==> config.mk <==
export PLATFORM = sky130hd
export DESIGN_NAME = prog_clk_divider
export DESIGN_NICKNAME = d
export VERILOG_FILES = /design/src/rtl/prog_clk_div_pkg.sv /design/src/rtl/div_channel.sv /design/src/rtl/prog_clk_divider.sv
export SDC_FILE = /design/constraint.sdc
export NUM_CORES = 1
export LEC_CHECK = 0
export BUFFER_PORTS_ARGS = -buffer_cell sky130_fd_sc_hd__buf_2
export CAP_MARGIN = 20
export CORE_MARGIN = 3
export CORE_UTILIZATION = 63
export CTS_CLUSTER_DIAMETER = 200
export CTS_CLUSTER_SIZE = 12
export DETAILED_ROUTE_END_ITERATION = 6
export GPL_ROUTABILITY_DRIVEN = 0
export MAX_ROUTING_LAYER = met4
export PLACE_DENSITY = 0.8
export SLEW_MARGIN = 20
export SYNTH_ARGS = -nofsm -noshare
export SYNTH_HDL_FRONTEND = slang
export SYNTH_SLANG_ARGS = --single-unit
==> constraint.sdc <==
create_clock -name clk -period 4 [get_ports clk]
set_clock_uncertainty 0.1 [all_clocks]
set_input_delay 1 -clock clk [delete_from_list [all_inputs] [get_ports clk]]
set_output_delay 1 -clock clk [all_outputs]
set_load 0.02 [all_outputs]
==> src/rtl/prog_clk_div_pkg.sv <==
// Shared constants and helpers for the programmable clock divider.
// Channel-count limits, divisor encoding and width/frequency helpers.
package prog_clk_div_pkg;

    localparam int MAX_CH  = 16;
    localparam int DIV_OFF = 0;

    // Width of a channel index; never narrower than one bit.
    function automatic int ch_w(input int n);
        return (n > 1) ? $clog2(n) : 1;
    endfunction

    // Half-period divisor that yields out_hz from clk_hz (0 when unreachable).
    function automatic longint half_period(input longint clk_hz, input longint out_hz);
        if (out_hz <= 0 || clk_hz < 2 * out_hz) begin
            return 0;
        end
        return clk_hz / (2 * out_hz);
    endfunction

endpackage

==> src/rtl/div_channel.sv <==
// One divider channel: active/pending divisor, half-period counter,
// registered divided clock and rising-edge tick.
module div_channel
    import prog_clk_div_pkg::*;
#(
    parameter int DIV_W = 16
) (
    input  logic             clk,
    input  logic             rst,
    input  logic             sync,
    input  logic             wr,
    input  logic [DIV_W-1:0] wr_div,
    output logic             pend_valid,
    output logic             clk_out,
    output logic             tick
);

    localparam logic [DIV_W-1:0] OFF = DIV_W'(DIV_OFF);
    localparam logic [DIV_W-1:0] ONE = DIV_W'(1);

    logic [DIV_W-1:0] act;
    logic [DIV_W-1:0] cnt;
    logic [DIV_W-1:0] pend;
    logic             pv;

    logic [DIV_W-1:0] act_nxt;
    logic [DIV_W-1:0] cnt_nxt;
    logic [DIV_W-1:0] pend_nxt;
    logic             pv_nxt;
    logic             out_nxt;
    logic             tick_nxt;
    logic             apply;
    logic             at_end;

    assign at_end     = (cnt == act - ONE);
    assign pend_valid = pv;

    always_comb begin
        act_nxt  = act;
        cnt_nxt  = cnt;
        pend_nxt = pend;
        pv_nxt   = pv;
        out_nxt  = clk_out;
        tick_nxt = 1'b0;
        apply    = 1'b0;

        if (sync) begin
            cnt_nxt = '0;
            out_nxt = 1'b0;
            apply   = pv;
        end else if (act == OFF) begin
            cnt_nxt = '0;
            out_nxt = 1'b0;
            apply   = pv;
        end else if (at_end) begin
            cnt_nxt  = '0;
            out_nxt  = ~clk_out;
            tick_nxt = ~clk_out;
            // A new divisor only takes over on the high-to-low edge, so the
            // period in flight always completes with its original timing.
            apply    = pv & clk_out;
        end else begin
            cnt_nxt = cnt + ONE;
        end

        if (apply) begin
            act_nxt = pend;
            pv_nxt  = 1'b0;
        end else if (wr && !pv) begin
            pend_nxt = wr_div;
            pv_nxt   = 1'b1;
        end
    end

    always_ff @(posedge clk) begin
        if (rst) begin
            act     <= '0;
            cnt     <= '0;
            pend    <= '0;
            pv      <= 1'b0;
            clk_out <= 1'b0;
            tick    <= 1'b0;
        end else begin
            act     <= act_nxt;
            cnt     <= cnt_nxt;
            pend    <= pend_nxt;
            pv      <= pv_nxt;
            clk_out <= out_nxt;
            tick    <= tick_nxt;
        end
    end

endmodule

==> src/rtl/prog_clk_divider.sv <==
// Multi-channel programmable clock divider with glitch-free divisor updates
// and a common phase-alignment pulse.
module prog_clk_divider
    import prog_clk_div_pkg::*;
#(
    parameter int CLK_FREQ = 12_000_000,
    parameter int NUM_CH   = 4,
    parameter int DIV_W    = 16
) (
    input  logic                      clk,
    input  logic                      rst,
    input  logic                      sync,
    input  logic                      cfg_valid,
    output logic                      cfg_ready,
    input  logic [ch_w(NUM_CH)-1:0]   cfg_ch,
    input  logic [DIV_W-1:0]          cfg_div,
    output logic [NUM_CH-1:0]         clk_out,
    output logic [NUM_CH-1:0]         tick
);

    localparam int CH_W     = ch_w(NUM_CH);
    localparam int CH_SLOTS = 1 << CH_W;

    if (NUM_CH < 1 || NUM_CH > MAX_CH || CLK_FREQ <= 0 || DIV_W < 1) begin : g_bad_params
        $error("prog_clk_divider: illegal parameter set");
    end

    logic [NUM_CH-1:0]   pv;
    logic [CH_SLOTS-1:0] pv_slot;
    logic [NUM_CH-1:0]   wr;

    // Unpopulated index slots read as "not pending", so writes to them
    // handshake normally and are dropped.
    always_comb begin
        pv_slot             = '0;
        pv_slot[NUM_CH-1:0] = pv;
        cfg_ready           = ~pv_slot[cfg_ch];
    end

    for (genvar i = 0; i < NUM_CH; i++) begin : g_ch
        assign wr[i] = cfg_valid && cfg_ready && (cfg_ch == CH_W'(i));

        div_channel #(
            .DIV_W(DIV_W)
        ) u_ch (
            .clk        (clk),
            .rst        (rst),
            .sync       (sync),
            .wr         (wr[i]),
            .wr_div     (cfg_div),
            .pend_valid (pv[i]),
            .clk_out    (clk_out[i]),
            .tick       (tick[i])
        );
    end

endmodule
After elaboration in Yosys (flattened, before gate mapping)
Cells that the tools add are included.
Cells by class
  add/subtract/negate cells: 8
  multipliers: 0
  div/mod/pow operators: 0
  magnitude comparators: 1
  eq/ne operators: 7
  shift-type cells: 0
  mux-type cells: 14
  bitwise operators: 17
  reduce and logical (&&, ||, !) cells: 38
Operator list (number)
  $add A16 B1 Y16 const B: 4
  $eq A16 B16 Y1: 4
  $logic_not A16 Y1: 4
  $sub A16 B1 Y16 const B: 4
  $reduce_or A4 Y1: 8
  $mux W1: 13
  $not A1 Y1: 13
  $reduce_or A3 Y1: 4
  $logic_and A1 B1 Y1: 9
  $reduce_and A2 Y1: 4
  $reduce_or A2 Y1: 4
  $and A1 B1 Y1: 4
  $eq A2 B2 Y1 const B: 2
  $logic_not A1 Y1: 4
  $lt A2 B3 Y1 const B: 1
  $bmux W1 S2: 1
  $eq A2 B1 Y1 const B: 1
  $logic_not A2 Y1: 1
Storage, ports and cells
  bits in registers: 204
  latch bits: 0
  bits in writable memories: 0
  bits in read-only memories: 0
  input bits: 22
  output and inout bits: 9
  memories kept: 0

Logic depth before layout (Yosys ltp)
  word-level depth: 7
  depth in mapped cells: 14
  depth with buffers taken out: 10

Cells and area by module
A second synthesis with hierarchy kept.
Second synthesis, totals
  cells, all modules: 1191
  area total of the unflattened synthesis: 10719.0 um^2
By module, submodules not included
  div_channel: instances 4, cells each 296, area each 2663.8 um^2, sequential area each 1021.0 um^2
  prog_clk_divider: instances 1, cells each 7, area each 63.8 um^2, sequential area each 0.0 um^2

Least setup slack after synthesis
OpenSTA, ideal clock, no wires.
  path kind: reg-to-reg
  start point: reg g_ch[2].u_ch.act[0]
  end point: reg g_ch[2].u_ch.act[10]
  setup time: 0.128 ns
  arrival: 3.121 ns
  slack: 0.651 ns
  cell stages (with the launch flop): 15
  path buffers: 4
  clock period less this slack: 3.349 ns
  cell sequence: dfxtp_1 > clkbuf_1 > inv_1 > ha_1 > clkbuf_1 > xnor2_1 > a221oi_1 > a41oi_1 > or4_1 > or3_1 > o31ai_1 > buf_2 > buf_4 > mux2i_1 > nor2_1
On the way
  cells in the longest elaborated chain, start to end: 5
RTL lines
  from (decl): line div_channel.sv:21  | logic [DIV_W-1:0] act;
  from (signal assigned): line div_channel.sv:84  | act <= act_nxt;
  $sub A16 B1 Y16: line div_channel.sv:35  | assign at_end = (cnt == act - ONE);
  $eq A16 B16 Y1: line div_channel.sv:35
  $mux W1: line div_channel.sv:55  | end else if (at_end) begin
  $mux W1 *: line div_channel.sv:51  | end else if (act == OFF) begin
  $mux W1 *: line div_channel.sv:47  | if (sync) begin
Every way passes the cells marked *; elsewhere a longest branch is shown, timed or not.
A chain may end at the register's enable or synchronous reset.

Worst setup path in the final report
  start point: reg g_ch[3].u_ch.act[2]
  end point: reg g_ch[3].u_ch.act[3]
On the way
  cells in the longest elaborated chain, start to end: 5
RTL lines (line)
  from (decl): div_channel.sv:21
  from (signal assigned): div_channel.sv:84
  $sub A16 B1 Y16: div_channel.sv:35
  $eq A16 B16 Y1: div_channel.sv:35
  $mux W1: div_channel.sv:55
  $mux W1 *: div_channel.sv:51
  $mux W1 *: div_channel.sv:47
Marked as above.

==> flow_metrics.tcl <==
set metrics [dict create \
    synth_fp_nets 1316 \
    fin_crit_ps 3590 \
    core_area_sq_mm 0.0161 \
    yosysSeqAreaShare_pct 38.8 \
    ys.flop_type "dfxtp_1" \
    start_kind "register" \
    grt_use_total_pct 26.2 \
    first_pass_iters 5 \
    crit_type "register to register" \
    synth-edff-count 0 \
    gr-total-overflow 0 \
    ctsHtreeMaxLevel 1 \
    crit_fanout 15 \
    cts_setup_buffers 0 \
    hold_class "register to register" \
    async_flop_share_pct 0 \
    row_count 46 \
    wl_per_cell_microns 16.0 \
    cts_tree "done" \
    final_antenna_net_count 0 \
    fin_tns_setup_ps 0 \
    grt.busiest_layer "met2" \
    path_clk_slew_ps 60 \
    port_buffers 30 \
    synth_cell_types 71 \
    place_ws_ps 484 \
    clk_latency_ps 490 \
    place_inst 1453 \
    powerDensity_mw_per_mm2 351 \
    outcome "finished, final reports clean" \
    start_util_pct 65.3 \
    avgSynthCellArea_sq_um 8.19 \
    finalSetupViolCount 0 \
    slew-limit-headroom_pct 29.8 \
    dieArea_sq_mm 0.0183 \
    fin_crit_sh_pct 89.8 \
    grt_first_pass_wirelength_microns 39500 \
    drc 0 \
    holdBufCountCts 0 \
    nNetsFinal 1289 \
    cp.arrival_ps 3920 \
    mostFrequentLayoutCells "dfxtp_1 (204), nand2_1 (177), nor2_1 (143)" \
    critPathCaptureType "register" \
    drive_gt1_share_pct 7.39 \
    first_global_vias 8212 \
    grtUsageMet1_pct 35.6 \
    netlist_area_sq_mm 0.0105 \
    p_leak_nw 4.03 \
    vias 8876 \
    antenna_found_initial 2 \
    drtIter0Drc 693 \
    use_met3_pct 4.05 \
    stdcell_count 1476 \
    worstMarginPinSlew_ps 1050 \
    peakVddDrop_v 0.000332 \
    fmax_ghz 0.278 \
    final.setup.worst_slack_ps 406 \
    synth_seq_cells 204 \
    dp_hpwl_microns 16500 \
    final_common_cell "dfxtp_1" \
    cts_root_buf "clkbuf_16" \
    grt_util_met2_pct 41.4 \
    hold_viol_final 0 \
    cts_max_path_buffers 3 \
    totalWireLength_microns 23600 \
    cts_resized 0 \
    io_pins 31 \
    die_h_microns 135 \
    rsz0062_at_grt "no" \
    yosysWarningCount 0 \
    grt_max_degree 68 \
    synth_cells 1286 \
    via_per_inst 6.01 \
    drv_slew 0 \
    cts_made_buffers 20 \
    clock-sinks 204 \
    cp.required_ps 4330 \
    areaGrowthSynthToFinish_pct 6.20 \
    max_cap_violations 0 \
    die_w_microns 135 \
]
-- cell families (layout without fill, tap and decap cells) --
| logic type | after synthesis | after routing | share of synthesized area, % |
|---|---|---|---|
| compound gates | 223 | 223 | 14.6 |
| mux | 24 | 24 | 2.29 |
| buf+inv | 115 | 87 | 4.80 |
| fa+ha+maj | 8 | 8 | 0.951 |
| xor+xnor | 135 | 135 | 11.4 |
| other cells | 0 | 2 | 0 |
| simple gates | 577 | 577 | 27.2 |
| flops | 204 | 204 | 38.8 |
-- power by group --
part / switching [mW] / leakage (nW) / total [mW] / internal [mW]
combinational: 0.139 / 2.12 / 0.208 / 0.0696
sequential: 0.0203 / 1.65 / 2.08 / 2.06
clock: 0.713 / 0.259 / 1.63 / 0.919
total: 0.872 / 4.03 / 3.92 / 3.05
-- per-layer routing --
| metal | share of wire, % | wire (microns) |
|---|---|---|
| met3 | 5.0 | 1190 |
| met2 | 47 | 11000 |
| met4 | 1.8 | 418 |
| met1 | 47 | 11000 |
| met5 | 0 | 0 |
-- registers in the layout (all words and copies together), names as in the netlist --
signal,cells
g_ch.u_ch.tick,4
g_ch.u_ch.pend_valid,4
g_ch.u_ch.clk_out,4
g_ch.u_ch.act,64
g_ch.u_ch.pend,64
g_ch.u_ch.cnt,64
-- synthesized netlist by cell type, types with 5 or more instances --
master / number / area, sq um
or3_1: 9 / 56.3
mux2i_1: 23 / 230
dfxtp_1: 204 / 4080
ha_1: 8 / 100
o311ai_1: 11 / 96.3
and3_1: 26 / 163
nor3_1: 32 / 160
or2_2: 9 / 56.3
inv_1: 24 / 90.1
nand2_1: 177 / 664
or4_1: 15 / 113
clkbuf_1: 63 / 236
buf_4: 9 / 67.6
xor2_1: 66 / 578
buf_1: 7 / 26.3
nor2b_1: 6 / 37.5
o311ai_2: 5 / 81.3
nand2b_1: 9 / 56.3
xnor2_1: 68 / 596
nand4_1: 21 / 131
a21oi_1: 97 / 485
nor2_1: 143 / 537
nand3_1: 47 / 235
nor4_1: 22 / 138
buf_2: 7 / 35.0
a22o_1: 31 / 272
nor3b_1: 22 / 165
o21ai_0: 16 / 80.1
a31oi_1: 7 / 43.8
nand4b_1: 20 / 175
-- worst max-delay path, stage by stage, from the launching register on --
cell      delay, ps
dfxtp_1         390
or4_1           610
nor4b_1         560
o21ai_0         180
a221oi_1        340
a211o_1         140
nor4_1           70
a221oi_2        900
a22o_1          250
-- through the flow --
step / hold slack, ps / total power [mW] / utilization [%] / area, sq um
global placement: 343 / 2.32 / 66.1 / 10600
CTS: 356 / 3.95 / 69.3 / 11200
floorplan: 332 / 2.26 / - / 10500
detailed placement: 348 / 2.33 / 66.1 / 10600
finish: 354 / 3.92 / 69.4 / 11200
global route: 371 / 4.05 / 69.4 / 11200
-- final timing paths --
kind / start / end / slack, ps / depth (start not counted)
setup / recovery: g_ch[3].u_ch.act[2] / g_ch[3].u_ch.act[3] / 410 / 8
hold / removal: g_ch[1].u_ch.pend[5] / g_ch[1].u_ch.pend[5] / 350 / 2
setup reg to reg: g_ch[3].u_ch.act[2] / g_ch[3].u_ch.act[3] / 410 / 8
hold reg to reg: g_ch[1].u_ch.pend[5] / g_ch[1].u_ch.pend[5] / 350 / 2
-- final cells by class --
type                            instances  area (sq um)
Inverter                               24          90.1
Antenna cell                            2          5.00
Sequential cell                       204          4080
Timing Repair Buffer                   42           243
Tap cell                              216           270
Multi-Input combinational cell        967          5960
Clock buffer                           21           526
Fill cell                            1323          4930
Power figures use the tool's default switching activity.
